--- config.mk ---
export PLATFORM = sky130hd
export DESIGN_NAME = tlcd_text_buffer
export DESIGN_NICKNAME = d
export VERILOG_FILES = /design/src/rtl/tlcd_text_buffer.sv
export SDC_FILE = /design/constraint.sdc
export NUM_CORES = 1
export LEC_CHECK = 0
export CORE_MARGIN = 2
export CORE_UTILIZATION = 59
export CTS_BUF_LIST = sky130_fd_sc_hd__clkbuf_8
export DETAILED_ROUTE_END_ITERATION = 6
export GPL_ROUTABILITY_DRIVEN = 1
export PLACE_DENSITY = 0.92
export SYNTH_ARGS = -nofsm -noshare
export SYNTH_HDL_FRONTEND = slang
export SYNTH_SLANG_ARGS = --single-unit
--- constraint.sdc ---
create_clock -name CLK -period 6.7 [get_ports CLK]
set_clock_uncertainty 0.05 [all_clocks]
set_input_delay 1.34 -clock CLK [delete_from_list [all_inputs] [get_ports CLK]]
set_output_delay 1.34 -clock CLK [all_outputs]
set_load 0.02 [all_outputs]
--- src/rtl/tlcd_text_buffer.sv ---
// tlcd_text_buffer: byte-stream front end maintaining the two 16-char LCD line images.
// A printable byte at column 15 wraps to the next line, or scrolls from line 1, only when
// TLCD_BUF_AUTOWRAP_EN is defined. Otherwise the cursor sticks at column 15.
module tlcd_text_buffer #(
    parameter logic [7:0] FILL_CHAR = 8'h20
) (
    input  logic         CLK,
    input  logic         RESETN,
    input  logic         IN_VALID,
    output logic         IN_READY,
    input  logic [7:0]   IN_CHAR,
    input  logic         CLEAR,
    output logic [127:0] TEXT_STRING_UPPER,
    output logic [127:0] TEXT_STRING_LOWER,
    output logic         CURSOR_ROW,
    output logic [3:0]   CURSOR_COL,
    output logic         BUSY,
    output logic         UPDATE
);

    localparam int unsigned COL_W = 4;
    localparam int unsigned IDX_W = 5;

    localparam logic [1:0] ST_IDLE   = 2'd0;
    localparam logic [1:0] ST_SCROLL = 2'd1;
    localparam logic [1:0] ST_CLR    = 2'd2;

    localparam logic [7:0] CH_BS = 8'h08;
    localparam logic [7:0] CH_LF = 8'h0A;
    localparam logic [7:0] CH_FF = 8'h0C;
    localparam logic [7:0] CH_CR = 8'h0D;

    localparam logic [COL_W-1:0] COL_LAST  = 4'd15;
    localparam logic [IDX_W-1:0] SCROLL_LAST = 5'd15;
    localparam logic [IDX_W-1:0] CLR_LAST    = 5'd31;

    logic [1:0]       state_q, state_d;
    logic [IDX_W-1:0] idx_q, idx_d;
    logic             row_d;
    logic [COL_W-1:0] col_d;
    logic             upd_d;
    logic             wr_en;
    logic             wr_row;
    logic [COL_W-1:0] wr_col;
    logic [7:0]       wr_char;

    // Column 0 sits in the top byte, so the LSB of a cell is (15-col)*8.
    function automatic logic [6:0] cell_lsb(input logic [COL_W-1:0] c);
        return {~c, 3'b000};
    endfunction

    assign IN_READY = (state_q == ST_IDLE) && !CLEAR;
    assign BUSY     = (state_q != ST_IDLE);

    // State register.
    always_ff @(posedge CLK or negedge RESETN) begin
        if (!RESETN) begin
            state_q <= ST_IDLE;
        end else begin
            state_q <= state_d;
        end
    end

    // Next state, cursor, cell-write request and completion pulse.
    always_comb begin
        state_d = state_q;
        idx_d   = idx_q;
        row_d   = CURSOR_ROW;
        col_d   = CURSOR_COL;
        upd_d   = 1'b0;
        wr_en   = 1'b0;
        wr_row  = CURSOR_ROW;
        wr_col  = CURSOR_COL;
        wr_char = FILL_CHAR;
        case (state_q)
            ST_IDLE: begin
                idx_d = '0;
                if (CLEAR) begin
                    state_d = ST_CLR;
                    row_d   = 1'b0;
                    col_d   = '0;
                end else if (IN_VALID) begin
                    case (IN_CHAR)
                        CH_CR: begin
                            col_d = '0;
                        end
                        CH_LF: begin
                            row_d = 1'b1;
                            col_d = '0;
                            if (CURSOR_ROW) begin
                                state_d = ST_SCROLL;
                            end
                        end
                        CH_BS: begin
                            if (CURSOR_COL != '0) begin
                                col_d  = CURSOR_COL - 4'd1;
                                wr_en  = 1'b1;
                                wr_col = CURSOR_COL - 4'd1;
                                upd_d  = 1'b1;
                            end else if (CURSOR_ROW) begin
                                row_d  = 1'b0;
                                col_d  = COL_LAST;
                                wr_en  = 1'b1;
                                wr_row = 1'b0;
                                wr_col = COL_LAST;
                                upd_d  = 1'b1;
                            end
                        end
                        CH_FF: begin
                            state_d = ST_CLR;
                            row_d   = 1'b0;
                            col_d   = '0;
                        end
                        default: begin
                            wr_en   = 1'b1;
                            wr_char = IN_CHAR;
                            upd_d   = 1'b1;
                            if (CURSOR_COL != COL_LAST) begin
                                col_d = CURSOR_COL + 4'd1;
                            end
`ifdef TLCD_BUF_AUTOWRAP_EN
                            else if (CURSOR_ROW) begin
                                // The pulse is deferred until the scroll completes.
                                state_d = ST_SCROLL;
                                col_d   = '0;
                                upd_d   = 1'b0;
                            end else begin
                                row_d = 1'b1;
                                col_d = '0;
                            end
`else
`endif
                        end
                    endcase
                end
            end
            ST_SCROLL: begin
                idx_d = idx_q + 5'd1;
                if (idx_q == SCROLL_LAST) begin
                    state_d = ST_IDLE;
                    idx_d   = '0;
                    upd_d   = 1'b1;
                end
            end
            ST_CLR: begin
                wr_en  = 1'b1;
                wr_row = idx_q[4];
                wr_col = idx_q[3:0];
                idx_d  = idx_q + 5'd1;
                if (idx_q == CLR_LAST) begin
                    state_d = ST_IDLE;
                    idx_d   = '0;
                    upd_d   = 1'b1;
                end
            end
            default: begin
                state_d = ST_IDLE;
                idx_d   = '0;
            end
        endcase
    end

    // Cursor, sequencing index and completion pulse.
    always_ff @(posedge CLK or negedge RESETN) begin
        if (!RESETN) begin
            idx_q      <= '0;
            CURSOR_ROW <= 1'b0;
            CURSOR_COL <= '0;
            UPDATE     <= 1'b0;
        end else begin
            idx_q      <= idx_d;
            CURSOR_ROW <= row_d;
            CURSOR_COL <= col_d;
            UPDATE     <= upd_d;
        end
    end

    // Line images: single-cell writes, plus one column moved up per scroll cycle.
    always_ff @(posedge CLK or negedge RESETN) begin
        if (!RESETN) begin
            TEXT_STRING_UPPER <= {16{FILL_CHAR}};
            TEXT_STRING_LOWER <= {16{FILL_CHAR}};
        end else begin
            if (wr_en) begin
                if (wr_row) begin
                    TEXT_STRING_LOWER[cell_lsb(wr_col) +: 8] <= wr_char;
                end else begin
                    TEXT_STRING_UPPER[cell_lsb(wr_col) +: 8] <= wr_char;
                end
            end
            if (state_q == ST_SCROLL) begin
                TEXT_STRING_UPPER[cell_lsb(idx_q[3:0]) +: 8] <=
                    TEXT_STRING_LOWER[cell_lsb(idx_q[3:0]) +: 8];
                TEXT_STRING_LOWER[cell_lsb(idx_q[3:0]) +: 8] <= FILL_CHAR;
            end
        end
    end

endmodule

**Word level (Yosys, flattened, before mapping)**

Index checks and enable logic that the tools add are counted.

- $add $sub $neg: 5
- Reduce and logical (&&, ||, !) cells: 13
- Multiplexer cells: 51
- Equality and inequality tests: 14
- Shifts and indexed selects: 6
- Bitwise operators: 2

Operators with widths:

| operator | count |
|---|---|
| 2-to-1 mux 128 bit | 6 |
| bitwise mux 128 bit | 4 |
| variable shift 8 x 9 -> 128 bit, first input constant | 2 |
| variable part select 8 x 9 -> 128 bit | 2 |
| variable part select 128 x 8 -> 8 bit | 1 |
| variable part select 8 x 9 -> 128 bit, first input constant | 1 |
| equality test 8 x 4 -> 1 bit, second input constant | 4 |
| 2-to-1 mux 4 bit | 8 |
| 2-to-1 mux 8 bit | 4 |
| negator 7 -> 9 bit | 2 |
| one-hot mux 4 bit (2 select lines) | 2 |
| 2-to-1 mux 1 bit | 12 |
| nonzero test 4 bit | 3 |
| 2-to-1 mux 2 bit | 5 |
| 2-to-1 mux 5 bit | 2 |
| one-hot mux 5 bit (2 select lines) | 1 |
| != test 4 bit, second input constant | 2 |
| inverter 4 bit | 2 |
| one-hot mux 1 bit (2 select lines) | 3 |
| one-hot mux 1 bit (3 select lines) | 2 |
| one-hot mux 2 bit (3 select lines) | 1 |
| AND reduction 3 bit | 2 |
| adder 5 x 1 -> 5 bit, second input constant | 1 |
| equality test 5 x 4 -> 1 bit, second input constant | 1 |
| 16 further kinds | 18 |

- Input bits: 12
- Logic and storage cells: 98
- Flip-flop bits (word level): 269

**Depth between registers and ports, before layout**

- Word-level depth: 14
- Gate-level depth with buffers: 18

**Worst setup path after synthesis**

Ideal clock, no wire load.

- Path type: input to register
- Start point: input IN_CHAR[1]
- End point: register TEXT_STRING_UPPER[24]
- Buffers on the path: 3
- Data arrival time: 4.489 ns
- Stages on the path: 12
- Slack: 2.036 ns
- Cells stage by stage: buf_2 > nor4_1 > nand3_2 > mux2_4 > or2_1 > buf_4 > ha_1 > clkbuf_1 > nor4_2 > mux2i_1 > a21oi_2 > mux2_2

- Cells in the longest elaborated chain, start to end: 13

RTL lines:

| element | RTL line | RTL |
|---|---|---|
| start: declaration | 11 | `input logic [7:0] IN_CHAR,` |
| equality test 8 x 4 -> 1 bit | 83 | `case (IN_CHAR)` |
| 2-to-1 mux 4 bit | 83 |  |
| 2-to-1 mux 4 bit | 82 | `end else if (IN_VALID) begin` |
| 2-to-1 mux 4 bit | 78 | `if (CLEAR) begin` |
| one-hot mux 4 bit (2 select lines) | 75 | `case (state_q)` |
| inverter 4 bit | 49 | `return {~c, 3'b000};` |
| negator 7 -> 9 bit | 188 | `TEXT_STRING_UPPER[cell_lsb(wr_col) +: 8] <= wr_char;` |
| variable part select 8 x 9 -> 128 bit or variable shift 8 x 9 -> 128 bit (tied branches) | 188 |  |
| bitwise mux 128 bit | 188 |  |
| 2-to-1 mux 128 bit | 185 | `if (wr_row) begin` |
| 2-to-1 mux 128 bit * | 184 | `if (wr_en) begin` |
| bitwise mux 128 bit | 192 | `TEXT_STRING_UPPER[cell_lsb(idx_q[3:0]) +: 8] <=` |
| 2-to-1 mux 128 bit * | 191 | `if (state_q == ST_SCROLL) begin` |
| end signal: assignment | 181 | `TEXT_STRING_UPPER <= {16{FILL_CHAR}};` |
| end signal: indexed assignment | 188 |  |
| end signal: indexed assignment | 192 |  |
| end: declaration | 13 | `output logic [127:0] TEXT_STRING_UPPER,` |

Mark *: on every way between the ends. The rest lies on a longest branch, timed or not.
A chain may end at the register's enable or synchronous reset.

**Final worst setup path**

- Start point: input CLEAR
- End point: register TEXT_STRING_UPPER[29]

- Cells in the longest elaborated chain, start to end: 10

RTL lines:

| element | RTL line | RTL |
|---|---|---|
| start: declaration | 12 | `input logic CLEAR,` |
| 2-to-1 mux 4 bit | 78 |  |
| one-hot mux 4 bit (2 select lines) | 75 |  |
| inverter 4 bit | 49 |  |
| negator 7 -> 9 bit | 188 |  |
| variable part select 8 x 9 -> 128 bit or variable shift 8 x 9 -> 128 bit (tied branches) | 188 |  |
| bitwise mux 128 bit | 188 |  |
| 2-to-1 mux 128 bit | 185 |  |
| 2-to-1 mux 128 bit * | 184 |  |
| bitwise mux 128 bit | 192 |  |
| 2-to-1 mux 128 bit * | 191 |  |

Marks and branches as above.

==> metrics.md <==
| Metric | Value |
|---|---|
| Gr ovfl total | 0 |
| Initial Util | 59.8% |
| IO Port Bufs | 275 |
| # Max-Cap Violations | 0 |
| Total Nets Final | 1816 |
| Peak Freq | 0.183 GHz |
| Initial antenna violation count | 1 |
| Top cells by area, synth | dfrtp_1, mux2i_1, dfstp_2 |
| Status | completed |
| Routed Antenna Nets | 0 |
| CP cell instances | clkdlybuf4s50_1, and3b_1, nand3_2, mux2_4, or2_1, ha_1, xnor2_1, nand3_1, nor2_1, o31ai_1, nor4_1 |
| Clock buffer depth | 3 |
| Share of layout cells above drive strength 1 | 10.6% |
| Multi-input gate area | 7660 um2 |
| Hold Path Origin | TEXT_STRING_UPPER[32] |
| Root Driver | clkbuf_8 |
| Worst Reg-to-Reg Cells | 14 |
| WHS Path Cells | 2 |
| IO Count | around 280 |
| HP Class | reg -> reg |
| Top sig layer | met5 |
| Vias per cell | about 7 |
| Post-DP HPWL | 43.6 mm |
| # DRC | 0 |
| Primary FF master, synth | dfrtp_1 |
| Cell variety after synth | 82 |
| Power density over the cells | 387 nW/um2 |
| Hold buffers post-CTS | 0 |
| Lkg Pwr | 7.66 nW |
| Slew Viols, Final | 0 |
| Number of synthesis warnings | 0 |
| Final min period | 5.48 ns |
| Synth top area share | 39.5% |
| Core ar. | 25100 um2 |
| Gpl congestion | 1.07 |
| Peak fanout along the critical path | 14 |
| Data arrival, critical path | 5.90 ns |
| Final hold viol count | 0 |
| Routed WL | 61.7 mm |
| Max_slew headroom | 12.8% |
| Synthesized netlist cell count | 1558 |
| Htree depth | 2 |
| Critical setup path kind | in -> reg |
| Area after DPL | around 18000 um2 |
| Slew @ Worst Pin | between 1 and 1.5 ns |
| Pin count of the biggest net entering global routing | 162 |
| Post-Synthesis Cell Area | 15000 um2 |
| CP max-delay cell | clkdlybuf4s50_1 |
| Final Non-Filler Cells | 2155 |
| CP Capture Type | register |
| Levels on crit path | 11 |
| Sink Count | 269 |
| DIE HEIGHT | 163 um |
| # rows | 58 |
| Sequential area share after synthesis | 45.1% |
| Iter 0 DRT Violations | 2317 |
| Met2 WL | ~26 mm |
| Post-route total power | ~7.3 mW |
| Fin Hold WS | 0.464 ns |
| Placed Cells | 2070 |
| Setup repair bufs after CTS | 0 |
| Final period util | 81.7% |
| Critical path required time | 7.13 ns |
| P&R area growth vs syn | 25.5% |
| Die width | about 160 um |
| Vias | 15.0k |
| Fillcell total | 1760 |
| Post-synth EDFFs | 0 |
| WP buf/inv | 1 |
| Gr usage total | 46.1% |
| Synth area leader | dfrtp_1 |
| Post-synth top cells | dfrtp_1, mux2i_1, nand2_1, nor2_1, o21ai_0 |
| Final setup fails | 0 |
| Reg2Reg Launch Point | CURSOR_COL[1] |
| Async set-reset flop share out of synthesis | 100% |
| Most frequent cell after synthesis | dfrtp_1 |
| Setup_tns | 0 ns |
| RSZ-0062 raised after global routing | no |
| Full die area | 26700 um2 |
| Peak VDD IR | 0.000337 V |
| Post-route cell area | roughly 19000 um2 |
| Num CTS Buffers | 45 |
| Met3 wire length | 8.69 mm |
| Max stage delay on crit path | around 0.64 ns |
| CTS tree | done |
| Routed wire per std cell | 28.6 um |
| Crit path launch | CLEAR |
| Syn Nets | 1587 |
| Clk slew on worst S/H paths | 0.06 ns |
| DR pass1 iterations | 6 |
| CP Launch Type | input port |
| Clock Latency Late Sink | roughly 0.59 ns |
| Vias in the first global route | 14.2k |
| FF/Latch Area | 6770 um2 |
| PostCTS Resize Cnt | 0 |
| Synth Register Bits | 269 |
| Metal1 wirelength | approximately 23 mm |
| CP top delay family | simple AND/OR/NAND/NOR gates |
| First-pass GRT wire length | 91.0 mm |
| Mean cell area of the mapped netlist | roughly 9.6 um2 |
-- cells in the final DEF, fill, tap and decap left out, types with 8 or more instances in the layout --
cell type	Yosys	layout
mux2i_1	178	178
inv_1	28	47
and2_1	29	29
clkdlybuf4s50_1	0	274
clkbuf_8	0	59
dfstp_2	32	32
nor2_1	149	149
and3_1	13	13
o31ai_1	16	16
o21ai_0	109	109
o32ai_1	8	8
a211oi_1	9	9
nor4_1	8	8
a22oi_1	10	10
a41oi_1	8	8
nor3_2	7	8
o211ai_1	13	13
o221ai_1	15	15
dfrtp_1	237	236
nor3_1	44	43
buf_4	2	19
mux4_2	18	18
o22ai_1	41	41
nor2b_1	8	8
a221oi_1	16	16
a21oi_1	54	53
mux2_2	10	10
ha_1	17	17
nand3_1	77	77
or3_1	12	12
nand2_1	176	176
-- routing by layer --
metal,track usage [%],vias up
met5,0,-
met4,25.2,2
met3,13.9,289
met2,67.1,1341
met1,62.0,7258
li1,-,6136
-- worst paths after layout --
kind	slack (ns)	end
min in group asynchronous	0.70	TEXT_STRING_UPPER[38]
min	0.46	TEXT_STRING_UPPER[32]
max	1.22	TEXT_STRING_UPPER[29]
max reg2reg	1.95	TEXT_STRING_UPPER[59]
max in group asynchronous	4.53	TEXT_STRING_UPPER[83]
min reg2reg	0.46	TEXT_STRING_UPPER[32]
-- cell type report --
type                       instances  area share [%]
multi-input combinational       1147            40.7
inverter                          29           0.604
clock inverter                    25           0.744
clock buffer                      59            4.31
tap                              330            2.19
sequential                       269            36.0
timing repair buffer             295            15.5
antenna                            1          0.0133
-- cells by family after synthesis --
| family | after synthesis | share of synthesized area [%] |
|---|---|---|
| flops | 269 | 45.1 |
| fa+ha+maj | 17 | 1.42 |
| buf+inv | 142 | 3.85 |
| mux | 209 | 15.7 |
| compound gates | 357 | 16.0 |
| xor+xnor | 4 | 0.233 |
| simple gates | 560 | 17.7 |
-- worst min-delay path: stages, from the launching register on --
cell,delay [ns]
dfrtp_1,0.34
nand3_1,0.07
o221ai_1,0.07
-- power breakdown --
group | total (mW) | switching, mW | internal [mW]
clock network | 1.54 | 0.713 | 0.829
registers | 2.41 | 0.371 | 2.04
logic | 3.35 | 2.07 | 1.27
total | 7.30 | 3.16 | 4.14
-- registers in the layout, indices dropped and copies added (netlist names) --
name / count
CURSOR_COL: 4
idx_q: 5
TEXT_STRING_UPPER: 128
UPDATE: 1
TEXT_STRING_LOWER: 128
CURSOR_ROW: 1
state_q: 2
-- through the flow --
step	utilization [%]	setup slack (ns)
2_1_floorplan	-	2.04
3_3_place_gp	71.2	0.910
3_5_place_dp	71.2	0.822
4_1_cts	75.0	1.38
5_1_grt	75.0	0.952
6_report	75.0	1.22
Power figures use the tool's default switching activity.
